## config.mk

```make
export PLATFORM = sky130hd
export DESIGN_NAME = gate_input_sequencer
export DESIGN_NICKNAME = d
export VERILOG_FILES = /design/src/rtl/gate_seq_pkg.sv /design/src/rtl/gate_input_sequencer_btn_debounce.sv /design/src/rtl/gate_input_sequencer.sv
export SDC_FILE = /design/constraint.sdc
export NUM_CORES = 1
export LEC_CHECK = 0
export CAP_MARGIN = 40
export CORE_MARGIN = 3
export CORE_UTILIZATION = 40
export CTS_CLUSTER_DIAMETER = 150
export DETAILED_ROUTE_END_ITERATION = 8
export DONT_BUFFER_PORTS = 1
export PLACE_DENSITY = 0.63
export SLEW_MARGIN = 15
export SYNTH_ARGS = -nofsm -noshare
export SYNTH_HDL_FRONTEND = slang
export SYNTH_SLANG_ARGS = --single-unit
export TNS_END_PERCENT = 50
```

## constraint.sdc

```tcl
create_clock -name clk -period 1.4 [get_ports clk]
set_input_delay 0.14 -clock clk [delete_from_list [all_inputs] [get_ports clk]]
set_output_delay 0.14 -clock clk [all_outputs]
set_load 0.01 [all_outputs]
```

## src/rtl/gate_seq_pkg.sv

```systemverilog
// gate_seq_pkg: shared state encoding, vector width and default timing parameters
package gate_seq_pkg;
    localparam int VEC_W = 2;
    localparam int DEF_DEBOUNCE_CYCLES = 16;
    localparam int DEF_AUTO_PERIOD = 8;
    typedef enum logic [1:0] {
        S_IDLE   = 2'd0,
        S_MANUAL = 2'd1,
        S_AUTO   = 2'd2
    } state_t;
endpackage

```

## src/rtl/gate_input_sequencer_btn_debounce.sv

```systemverilog
// btn_debounce: two-flop synchroniser, stable-count debouncer and rising-edge press pulse
module btn_debounce
    import gate_seq_pkg::*;
#(
    parameter int DEBOUNCE_CYCLES = DEF_DEBOUNCE_CYCLES
) (
    input  logic clk,
    input  logic rst_n,
    input  logic raw,
    output logic level,
    output logic rise_pulse
);
    localparam int CW = $clog2(DEBOUNCE_CYCLES + 1);
    logic [1:0]    sync_q;
    logic [CW-1:0] cnt_q, cnt_d;
    logic          level_q, level_d, rise_q, rise_d, differ, done;
    // count consecutive samples disagreeing with the debounced level; any agreeing sample restarts
    always_comb begin
        differ  = sync_q[1] ^ level_q;
        done    = differ && (cnt_q == CW'(DEBOUNCE_CYCLES - 1));
        cnt_d   = (!differ || done) ? '0 : cnt_q + 1'b1;
        level_d = done ? sync_q[1] : level_q;
        rise_d  = done & sync_q[1];
    end
    // synchroniser, counter, level and press pulse registers
    always_ff @(posedge clk or negedge rst_n) begin
        if (!rst_n) begin
            sync_q  <= '0;
            cnt_q   <= '0;
            level_q <= 1'b0;
            rise_q  <= 1'b0;
        end else begin
            sync_q  <= {sync_q[0], raw};
            cnt_q   <= cnt_d;
            level_q <= level_d;
            rise_q  <= rise_d;
        end
    end
    assign level      = level_q;
    assign rise_pulse = rise_q;
endmodule

```

## src/rtl/gate_input_sequencer.sv

```systemverilog
// gate_input_sequencer: steps a 2-bit gate operand vector manually by button or automatically by prescaler
module gate_input_sequencer
    import gate_seq_pkg::*;
#(
    parameter int DEBOUNCE_CYCLES = DEF_DEBOUNCE_CYCLES,
    parameter int AUTO_PERIOD     = DEF_AUTO_PERIOD
) (
    input  logic       clk,
    input  logic       rst_n,
    input  logic       btn_step,
    input  logic       sw_auto,
    output logic       a,
    output logic       b,
    output logic [1:0] vec_idx,
    output logic       vec_valid,
    output logic       wrap
);
    localparam int PW = $clog2(AUTO_PERIOD);
    logic [1:0]       sw_sync_q;
    logic             auto_s, btn_level, btn_rise, press, advance, period_end;
    state_t           state_q, state_d;
    logic [PW-1:0]    presc_q, presc_d;
    logic [VEC_W-1:0] vec_q, vec_d;
    logic             valid_q, valid_d, wrap_q, wrap_d;

    btn_debounce #(.DEBOUNCE_CYCLES(DEBOUNCE_CYCLES)) u_deb (
        .clk        (clk),
        .rst_n      (rst_n),
        .raw        (btn_step),
        .level      (btn_level),
        .rise_pulse (btn_rise)
    );

    assign auto_s = sw_sync_q[1];
    assign press  = btn_rise & btn_level;

    // mode FSM, prescaler and vector step; a mode change always suppresses the advance
    always_comb begin
        state_d    = state_q;
        advance    = 1'b0;
        presc_d    = '0;
        period_end = (presc_q == PW'(AUTO_PERIOD - 1));
        case (state_q)
            S_IDLE:   state_d = auto_s ? S_AUTO : (press ? S_MANUAL : S_IDLE);
            S_MANUAL: begin
                state_d = auto_s ? S_AUTO : S_MANUAL;
                advance = press & ~auto_s;
            end
            S_AUTO:   begin
                state_d = auto_s ? S_AUTO : S_MANUAL;
                advance = auto_s & period_end;
                presc_d = (auto_s && !period_end) ? presc_q + 1'b1 : '0;
            end
            default:  state_d = S_IDLE;
        endcase
        vec_d   = vec_q + VEC_W'(advance);
        valid_d = advance;
        wrap_d  = advance & (vec_q == '1);
    end

    // state, prescaler, mode synchroniser and registered outputs
    always_ff @(posedge clk or negedge rst_n) begin
        if (!rst_n) begin
            sw_sync_q <= '0;
            state_q   <= S_IDLE;
            presc_q   <= '0;
            vec_q     <= '0;
            valid_q   <= 1'b0;
            wrap_q    <= 1'b0;
        end else begin
            sw_sync_q <= {sw_sync_q[0], sw_auto};
            state_q   <= state_d;
            presc_q   <= presc_d;
            vec_q     <= vec_d;
            valid_q   <= valid_d;
            wrap_q    <= wrap_d;
        end
    end

    assign a         = vec_q[1];
    assign b         = vec_q[0];
    assign vec_idx   = vec_q;
    assign vec_valid = valid_q;
    assign wrap      = wrap_q;
endmodule

```

Word level (Yosys, flattened, before mapping)
Index checks and enable logic that the tools add are counted.
{"block": "totals", "memories": 0, "latch_bits": 0, "reg_bits": 20, "mem_bits_rw": 0, "rom_bits": 0, "out_inout_bits": 6}
{"block": "op_classes", "eq_ne": 5, "n_div": 0, "n_lt_le_gt_ge": 0, "add_sub_neg": 3, "n_mux": 8, "n_bitwise": 7, "reduce_logical": 7, "shifts": 0, "multipliers": 0}
{"operator": "2-to-1 mux 3 bit", "count": 2}
{"operator": "adder 5 x 1 -> 5 bit (second input constant)", "count": 1}
{"operator": "AND 1 bit", "count": 5}
{"operator": "equality test 5 x 4 -> 1 bit (second input constant)", "count": 1}
{"operator": "2-to-1 mux 5 bit", "count": 1}
{"operator": "equality test 2 bit (second input constant)", "count": 2}
{"operator": "2-to-1 mux 2 bit", "count": 2}
{"operator": "case mux 2 bit (2 select lines)", "count": 1}
{"operator": "adder 3 x 1 -> 3 bit (second input constant)", "count": 1}
{"operator": "equality test 3 bit (second input constant)", "count": 1}
{"operator": "adder 2 x 1 -> 2 bit", "count": 1}
{"operator": "equality test 2 x 1 -> 1 bit (second input constant)", "count": 1}
{"operator": "logical AND 1 bit", "count": 2}
{"operator": "logical NOT 1 bit", "count": 2}
{"operator": "logical NOT 2 bit", "count": 1}
{"operator": "case mux 1 bit (2 select lines)", "count": 1}
{"operator": "OR reduction 2 bit", "count": 1}
{"operator": "logical OR 1 bit", "count": 1}
{"operator": "2-to-1 mux 1 bit", "count": 1}
{"operator": "inverter 1 bit", "count": 1}
{"operator": "XOR 1 bit", "count": 1}

Depth between registers and ports, before layout
Gate-level depths: netlist of the first run.
{"block": "depth", "word_depth": 5, "mapped_depth": 6, "ltp_nobuf": 6}

By module
A second synthesis of the first run with hierarchy kept.
{"block": "hier_totals", "cells_unflattened": 63, "hier_area_um2": 828.3}
{"mod": "gate_input_sequencer", "instances": 1, "seq_area_each_um2": 275.3, "area_each_um2": 478.0, "cells_per_inst": 36}
{"mod": "btn_debounce", "instances": 1, "seq_area_each_um2": 225.2, "area_each_um2": 350.3, "cells_per_inst": 27}

Least setup slack after synthesis of the first run
OpenSTA, ideal clock, no wires.
{"block": "synth_path", "path_kind": "reg2reg", "from": "register u_deb.cnt_q[0]", "to": "register u_deb.level_q (netlist: u_deb.level)", "setup_slack_ps": -42, "setup_ps": 128, "path_stages_with_launch": 5, "arrival_time_ps": 1314, "period_less_slack_ps": 1442, "t_required_ps": 1272, "path_cell_list": "dfrtp_1 > ha_1 > and3_1 > ha_1 > mux2_1"}
{"block": "synth_between", "elab_chain_cells": 2}
{"item": "start, declared", "line_no": "gate_input_sequencer_btn_debounce.sv:15", "source": "logic [CW-1:0] cnt_q, cnt_d;"}
{"item": "start signal, assigned", "line_no": "gate_input_sequencer_btn_debounce.sv:34", "source": "cnt_q <= cnt_d;"}
{"item": "equality test 5 x 4 -> 1 bit", "line_no": "gate_input_sequencer_btn_debounce.sv:20", "source": "done = differ && (cnt_q == CW'(DEBOUNCE_CYCLES - 1));"}
{"item": "logical AND 1 bit", "line_no": "gate_input_sequencer_btn_debounce.sv:20"}
{"item": "end signal, assigned", "line_no": "gate_input_sequencer_btn_debounce.sv:35", "source": "level_q <= level_d;"}
{"item": "end, declared", "line_no": "gate_input_sequencer_btn_debounce.sv:16", "source": "logic level_q, level_d, rise_q, rise_d, differ, done;"}
No other way between the ends.
A chain may end at the register's enable or synchronous reset.

Final worst setup path of the first run
{"block": "layout_path", "from": "register state_q[0]", "to": "register vec_q[1] (netlist: vec_idx[1])"}
{"block": "layout_between", "elab_chain_cells": 3, "elab_cells_between_ends": 4, "classes_between": "1 x add/sub; 2 x eq/ne; 1 x mux"}
{"item": "start, declared", "line_no": "gate_input_sequencer.sv:21", "source": "state_t state_q, state_d;"}
{"item": "start signal, assigned", "line_no": "gate_input_sequencer.sv:72", "source": "state_q <= state_d;"}
{"item": "equality test 2 bit / equality test 2 x 1 -> 1 bit (equally long branches)", "line_no": "gate_input_sequencer.sv:43", "source": "case (state_q)"}
{"item": "case mux 1 bit (2 select lines) (*)", "line_no": "gate_input_sequencer.sv:43"}
{"item": "via advance", "line_no": "gate_input_sequencer.sv:20", "source": "logic auto_s, btn_level, btn_rise, press, advance, period_end;"}
{"item": "adder 2 x 1 -> 2 bit (*)", "line_no": "gate_input_sequencer.sv:56", "source": "vec_d = vec_q + VEC_W'(advance);"}
{"item": "via vec_d[1]", "line_no": "gate_input_sequencer.sv:23", "source": "logic [VEC_W-1:0] vec_q, vec_d;"}
{"item": "end signal, assigned", "line_no": "gate_input_sequencer.sv:74", "source": "vec_q <= vec_d;"}
{"item": "end, declared", "line_no": "gate_input_sequencer.sv:23"}
The timed path passes the listed nets; every way through them passes the cells marked *.

==> results of run 1 <==
==> layout by cell type, fill, tap and decap left out, types with 2 or more instances in the layout <==
cell type and instances:
clkbuf_4 3, dfrtp_1 19, dlygate4sd3_1 3, a21oi_1 2, inv_2 2, ha_2 2
xnor2_1 2, nor3_1 5, nor3b_1 4, ha_1 2, buf_4 9, ha_4 5
==> state kept, by name, indices dropped and copies added (netlist names) <==
signal and count:
presc_q 3, u_deb.rise_pulse 1, u_deb.sync_q 2, vec_valid 1
vec_idx 2, wrap 1, u_deb.level 1, u_deb.cnt_q 5
sw_sync_q 2, state_q 2
==> layer usage <==
layer,track usage [%],vias up,routed length (um)
met4,6.11,0,14
met5,0,-,0
li1,-,243,-
met1,13.9,235,612
met2,17.2,5,620
met3,3.50,2,42
==> power groups by stage <==
stage	combinational [mW]	clock (mW)	sequential (mW)
after global placement	0.215	0	0.671
final	0.335	0.464	0.678
after CTS	0.257	0.477	0.664
after detailed placement	0.220	0	0.675
after global routing	0.381	0.508	0.685
after floorplan	0.150	0	0.664
==> cell type report <==
cell class                 instances  area share, %
sequential                        20           45.7
multi-input combinational         36           35.3
timing repair buffer              13           10.3
tap                               25           2.85
clock inverter                     1           2.74
clock buffer                       3           2.05
inverter                           3           1.03
==> logic make-up (layout without fill, tap and decap cells) <==
kind of cell	count (synthesis)	after routing	share of synthesized area (%)
compound gates	5	5	3.79
xor+xnor	3	3	3.18
fa+ha+maj	9	9	13.6
buf+inv	5	20	3.18
flops	20	20	60.6
mux	1	1	1.36
simple gates	18	18	14.2
==> worst max-delay path, delay by kind of cell, from the launching register on <==
kind / cells / cell delay, ps
compound gates: 1 / 180
xor+xnor: 1 / 130
fa+ha+maj: 2 / 480
buf+inv: 1 / 70
flops: 1 / 430
==> worst min path at each step <==
stage,start,end,depth (start not counted)
2_1_floorplan,rst_n,presc_q[0],0
3_3_place_gp,rst_n,wrap,0
3_5_place_dp,rst_n,vec_valid,0
4_1_cts,sw_sync_q[0],sw_sync_q[1],0
5_1_grt,rst_n,wrap,1
6_report,rst_n,wrap,1
==> stage by stage <==
step	area (um2)	cells	power [mW]	hold WS, ps	worst slack [ps]
floorplan	828	61	0.814	-156	3.54
global placement	890	90	0.886	-155	-18.0
detailed placement	890	90	0.895	-155	-30.1
CTS	1010	98	1.40	364	1.40
global route	1100	101	1.57	142	-91.8
finish	1100	101	1.48	139	-0.410
==> what timing repair did <==
item,in CTS,in global routing
endpoints found under the hold margin,22,0
cloned,0,0
endpoints found under the setup margin,3,6
gates resized for setup,5,13
buffers inserted,1,2
hold buffers,3,0
pin swaps,0,4
==> reports/summary.txt, run 1 <==
status: complete, but fails checks
violations in the final reports: setup timing
Worst Skew: 1.12 ps
nets@finish: 90
Reg2Reg Depth: 5
H-tree Lvls: 1
Setup TNS Final: -0.410 ps
vias per inst: 4.80
Clock Pin Slew Worst Setup and Hold Paths: 110 ps
Die ar.: 2650 um2
Switching Power: 383 uW
largest net degree at the start of global routing: 21
pwr dens: 1350 nW/um2
n_diodes: 0
final number of setup-violating endpoints: 1
top cells by count, synth: dfrtp_1, ha_1, nor3_1
top_reg_cell synth: dfrtp_1
relative slew slack: 70.5%
top-count cell post-synth: dfrtp_1
clock period minus worst slack: 1400 ps
Synth Cell Area: 826 um2
initial core utilization: 44.9%
register area: 502 um2
worst-path cell chain: inv_2 -> ha_1 -> a21boi_2 -> ha_2 -> xor2_1
total global routing track utilization: 11.2%
Setup WS post-layout: -0.410 ps
Max Freq: 714 MHz
Yosys top cell area share: 60.6%
ranking of synthesized cells by area: dfrtp_1, ha_1, nor3b_1
cell row count: 15
Post-synth ARST share: 100%
Filler cells: 165
HPWL after detailed placement: 884 um
peak fanout along the critical path: 3
Post-DRT Antenna Nets: 0
CP peak stage delay: 430 ps
die height: 51.4 um
# port buffers: 0
Syn. warnings: 0
register-to-register setup slack: -0.4 ps
CTS Sinks: 20
# DRC: 0
Critical Path Sink Type: flip-flop
Syn Inst Count: 61
post-synthesis sequential area ratio: 60.6%
crit path launch: state_q[0]
Area Overhead vs Synth: 32.9%
vias in the first global route: 497
Clk Latency, worst-skew pair: 290 ps
Slew Limit Fails: 0
crit start category: flip-flop
Synthesized Nets: 74
maximum vdd ir drop: 0.000820 V
Sw Share: 25.9%
CTS tree: yes
CTS buffer count: 3
Critical Path RT: 1580 ps
Flop pwr share: 45.9%
unrepaired setup endpoints after global routing: true
initial DRC count: 1
number of max-cap violations: 0
worst hold path class: in2async
Syn Area/Cell: 13.5 um2
clock power share: 31.4%
Util after Layout: 59.7%
die width: 51.4 um
Core ar.: 1840 um2
combinational power share: 22.7%
Post-Route WL: 1290 um
GRT Residual Overflow: 0
Cell Int Power: 1.09 mW
GP Congestion: 0.806
critical path type: reg2reg
CP arrival: 1580 ps
first-pass GRT wire length: 2170 um
io pins: 10
r2r endpoint: vec_idx[1]
Seq cells post-synth: 20
post-synth cell types: 21
wire length per cell: 12.8 um
initial antenna violation count: 0
fin crit share: 100%
Longest Clk Path Bufs: 2
Worst Setup EP: vec_idx[1]
r2r startpoint: state_q[0]
slowest stage cell, crit path: dfrtp_2
EDFF count, synth: 0
share of cells above drive strength 1: 36.8%
via count: 485
Pleak: 0.490 nW
Fin. Hold Viols: 0
iteration count of the initial detailed-routing pass: 3
root buf cell: clkbuf_4
Slew @ Worst Pin: 439 ps
area of the multi-input gates: 388 um2
top cell type by total area after synthesis: dfrtp_1
Note: power is estimated with default switching activity, not from simulation.
==> inputs of run 2 (changes only) <==
--- a/config.mk
+++ b/config.mk
@@ -11,7 +11,7 @@
 export CTS_CLUSTER_DIAMETER = 150
 export DETAILED_ROUTE_END_ITERATION = 8
 export DONT_BUFFER_PORTS = 1
-export PLACE_DENSITY = 0.63
+export PLACE_DENSITY = 0.61
 export SLEW_MARGIN = 15
 export SYNTH_ARGS = -nofsm -noshare
 export SYNTH_HDL_FRONTEND = slang
==> constraint.sdc (replaced) <==
create_clock -name clk -period 1.8 [get_ports clk]
set_input_delay 0.18 -clock clk [delete_from_list [all_inputs] [get_ports clk]]
set_output_delay 0.18 -clock clk [all_outputs]
set_load 0.01 [all_outputs]
==> run 2 against run 1 <==
The flow now finishes without violations. Hold slack improved by 96 ps. Global-route usage down 0.99 points. Setup slack improved by 280 ps. Combinational power decreased by 53%. Clock power fell by 46%. Core utilization shrank 9.5 points. Sequential share of layout area up 8.5 points. Critical endpoint is now u_deb.level. Register-to-register slack gained 280 ps. Wire length shrank 17%. First-iteration DRC count rose to 11 times the previous value.
==> reports/summary.txt, run 2 (synthesis results as in run 1) <==
status: completed
Critical Path RT: 1980 ps (+400 ps)
peak fanout along the critical path: 7 (+4)
H-tree Lvls: 1 (unchanged)
fin crit share: 84.4% (-16 points)
GR Util met3: 3.50% (unchanged)
Filler cells: 175 (+6.1%)
Sw Share: 26.2% (+0.22 points)
pwr dens: 998 nW/um2 (-26%)
Worst Skew: 0.715 ps (-0.404 ps)
clock power share: 27.1% (-4.3 points)
GRT busiest layer: met1
CTS tree: yes
CP peak stage delay: 420 ps (about the same)
commonest non-fill, non-tap cells in the layout: dfrtp_1, ha_1, nor3_1
total power draw: 922 uW (-38%)
CP most frequent cell: ha_1
commonest non-fill, non-tap cell in the layout: dfrtp_1
Setup TNS Final: 0 ps (+0.410 ps)
Fin. Hold Viols: 0 (unchanged)
critical path type: reg2reg
worst-path cell chain: ha_1 -> and3_1 -> ha_1 -> mux2_1
number of max-cap violations: 0 (unchanged)
unrepaired setup endpoints after global routing: false
hold buffers post-CTS: 3 (unchanged)
max FFs per register: 5 (unchanged)
via count: 439 (-9.5%)
Setup WS post-layout: 282 ps (+282 ps)
crit start category: flip-flop
final number of setup-violating endpoints: 0 (-1)
share of cells above drive strength 1: 8.96% (-28 points)
n_diodes: 0 (unchanged)
Largest Register: u_deb.cnt_q
r2r endpoint: u_deb.level
worst hold slack: 234 ps (+95.6 ps)
vias in the first global route: 424 (-15%)
total global routing track utilization: 10.2% (-0.99 points)
combinational power share: 17.1% (-5.6 points)
CTS buffer count: 3 (unchanged)
Slew Limit Fails: 0 (unchanged)
Post-Route WL: 1080 um (-17%)
Flop pwr share: 55.8% (+9.9 points)
Clock Pin Slew Worst Setup and Hold Paths: 110 ps (about the same)
initial antenna violation count: 0 (unchanged)
initial DRC count: 11 (+10)
Longest Clk Path Bufs: 2 (unchanged)
grt met2 use: 12.5% (-4.7 points)
Max Freq: 659 MHz (-7.8%)
relative slew slack: 70.6% (+0.094 points)
nets@finish: 81 (-10%)
cell row count: 15 (unchanged)
worst hold path class: in2async
clock period minus worst slack: 1520 ps (+118 ps)
Core ar.: 1840 um2 (unchanged)
io pins: 10 (unchanged)
Area Overhead vs Synth: 11.8%
Post-DRT Antenna Nets: 0 (unchanged)
first-pass GRT wire length: 1990 um (-8.6%)
largest net degree at the start of global routing: 21 (unchanged)
# port buffers: 0 (unchanged)
Pleak: 0.449 nW (-8.3%)
Util after Layout: 50.2% (-9.5 points)
maximum vdd ir drop: 0.000504 V (-39%)
# DRC: 0 (unchanged)
number of post-CTS setup repair buffers: 0 (-1)
CTS Sinks: 20 (unchanged)
Clk Latency, worst-skew pair: 290 ps (about the same)
r2r startpoint: u_deb.cnt_q[0]
vias per inst: 4.77 (-0.63%)
die width: 51.4 um (unchanged)
initial core utilization: 44.9% (unchanged)
slowest stage cell, crit path: dfrtp_1
Reg2Reg Depth: 4 (-1)
CP arrival: 1700 ps (+120 ps)
GRT Residual Overflow: 0 (unchanged)
die height: 51.4 um (unchanged)
register-to-register setup slack: 280 ps (+280 ps)
iteration count of the initial detailed-routing pass: 4 (+1)
Slew @ Worst Pin: 438 ps (-1.39 ps)
cts repair resizes: 0 (-5)
Cell Int Power: 680 uW (-38%)
GP Congestion: 0.656 (-19%)
root buf cell: clkbuf_4
Die ar.: 2650 um2 (unchanged)
met1 usage: 15.4% (+1.5 points)
Switching Power: 241 uW (-37%)
Place WS: 291 ps (+321 ps)
largest registers: u_deb.cnt_q: 5 flops, presc_q: 3 flops
wire length per cell: 11.7 um (-8.4%)
Critical Path Sink Type: flip-flop
HPWL after detailed placement: 775 um (-12%)
[run 2: layer usage]
layer | vias to the layer above | part of all wire [%]
li1 | 226 | -
met1 | 206 | 55
met2 | 5 | 40
met3 | 2 | 3.1
met4 | 0 | 1.3
met5 | - | 0
[run 2: worst max-delay path by stage]
| stage | depth (start not counted) | to | slack, ps | from |
|---|---|---|---|---|
| 2_1_floorplan | 4 | u_deb.level | 360 | u_deb.cnt_q[0] |
| 3_3_place_gp | 4 | u_deb.level | 310 | u_deb.cnt_q[0] |
| 3_5_place_dp | 4 | u_deb.level | 290 | u_deb.cnt_q[0] |
| 4_1_cts | 4 | u_deb.level | 280 | u_deb.cnt_q[0] |
| 5_1_grt | 6 | vec_idx[1] | 200 | presc_q[0] |
| 6_report | 4 | u_deb.level | 280 | u_deb.cnt_q[0] |
[run 2: layout make-up]
type                            instances  area, um2  share of cell area [%]
Sequential cell                        20        500                    54.2
Multi-Input combinational cell         36        299                    32.4
Timing Repair Buffer                    4       45.0                    4.88
Clock buffer                            4       36.3                    3.93
Tap cell                               25       31.3                    3.39
Inverter                                3       11.3                    1.22
[run 2: worst max-delay path, delay by kind of cell, from the launching register on]
family                   cells  cell delay (ps)
AND/OR/NAND/NOR              1              180
multiplexers                 1              330
flip-flops                   1              420
adder cells (fa/ha/maj)      2              480
[run 2: power by group through the flow]
| stage | sequential (mW) | combinational [mW] | clock, mW |
|---|---|---|---|
| after detailed placement | 0.524 | 0.142 | 0 |
| after CTS | 0.515 | 0.158 | 0.262 |
| after global routing | 0.522 | 0.186 | 0.285 |
| after global placement | 0.522 | 0.141 | 0 |
| final | 0.514 | 0.158 | 0.250 |
| after floorplan | 0.517 | 0.116 | 0 |
[run 2: metrics by stage]
step / area, um2 / cells
final: 923 / 92
after detailed placement: 842 / 84
after global routing: 923 / 92
after CTS: 908 / 91
after global placement: 842 / 84
after floorplan: 826 / 61
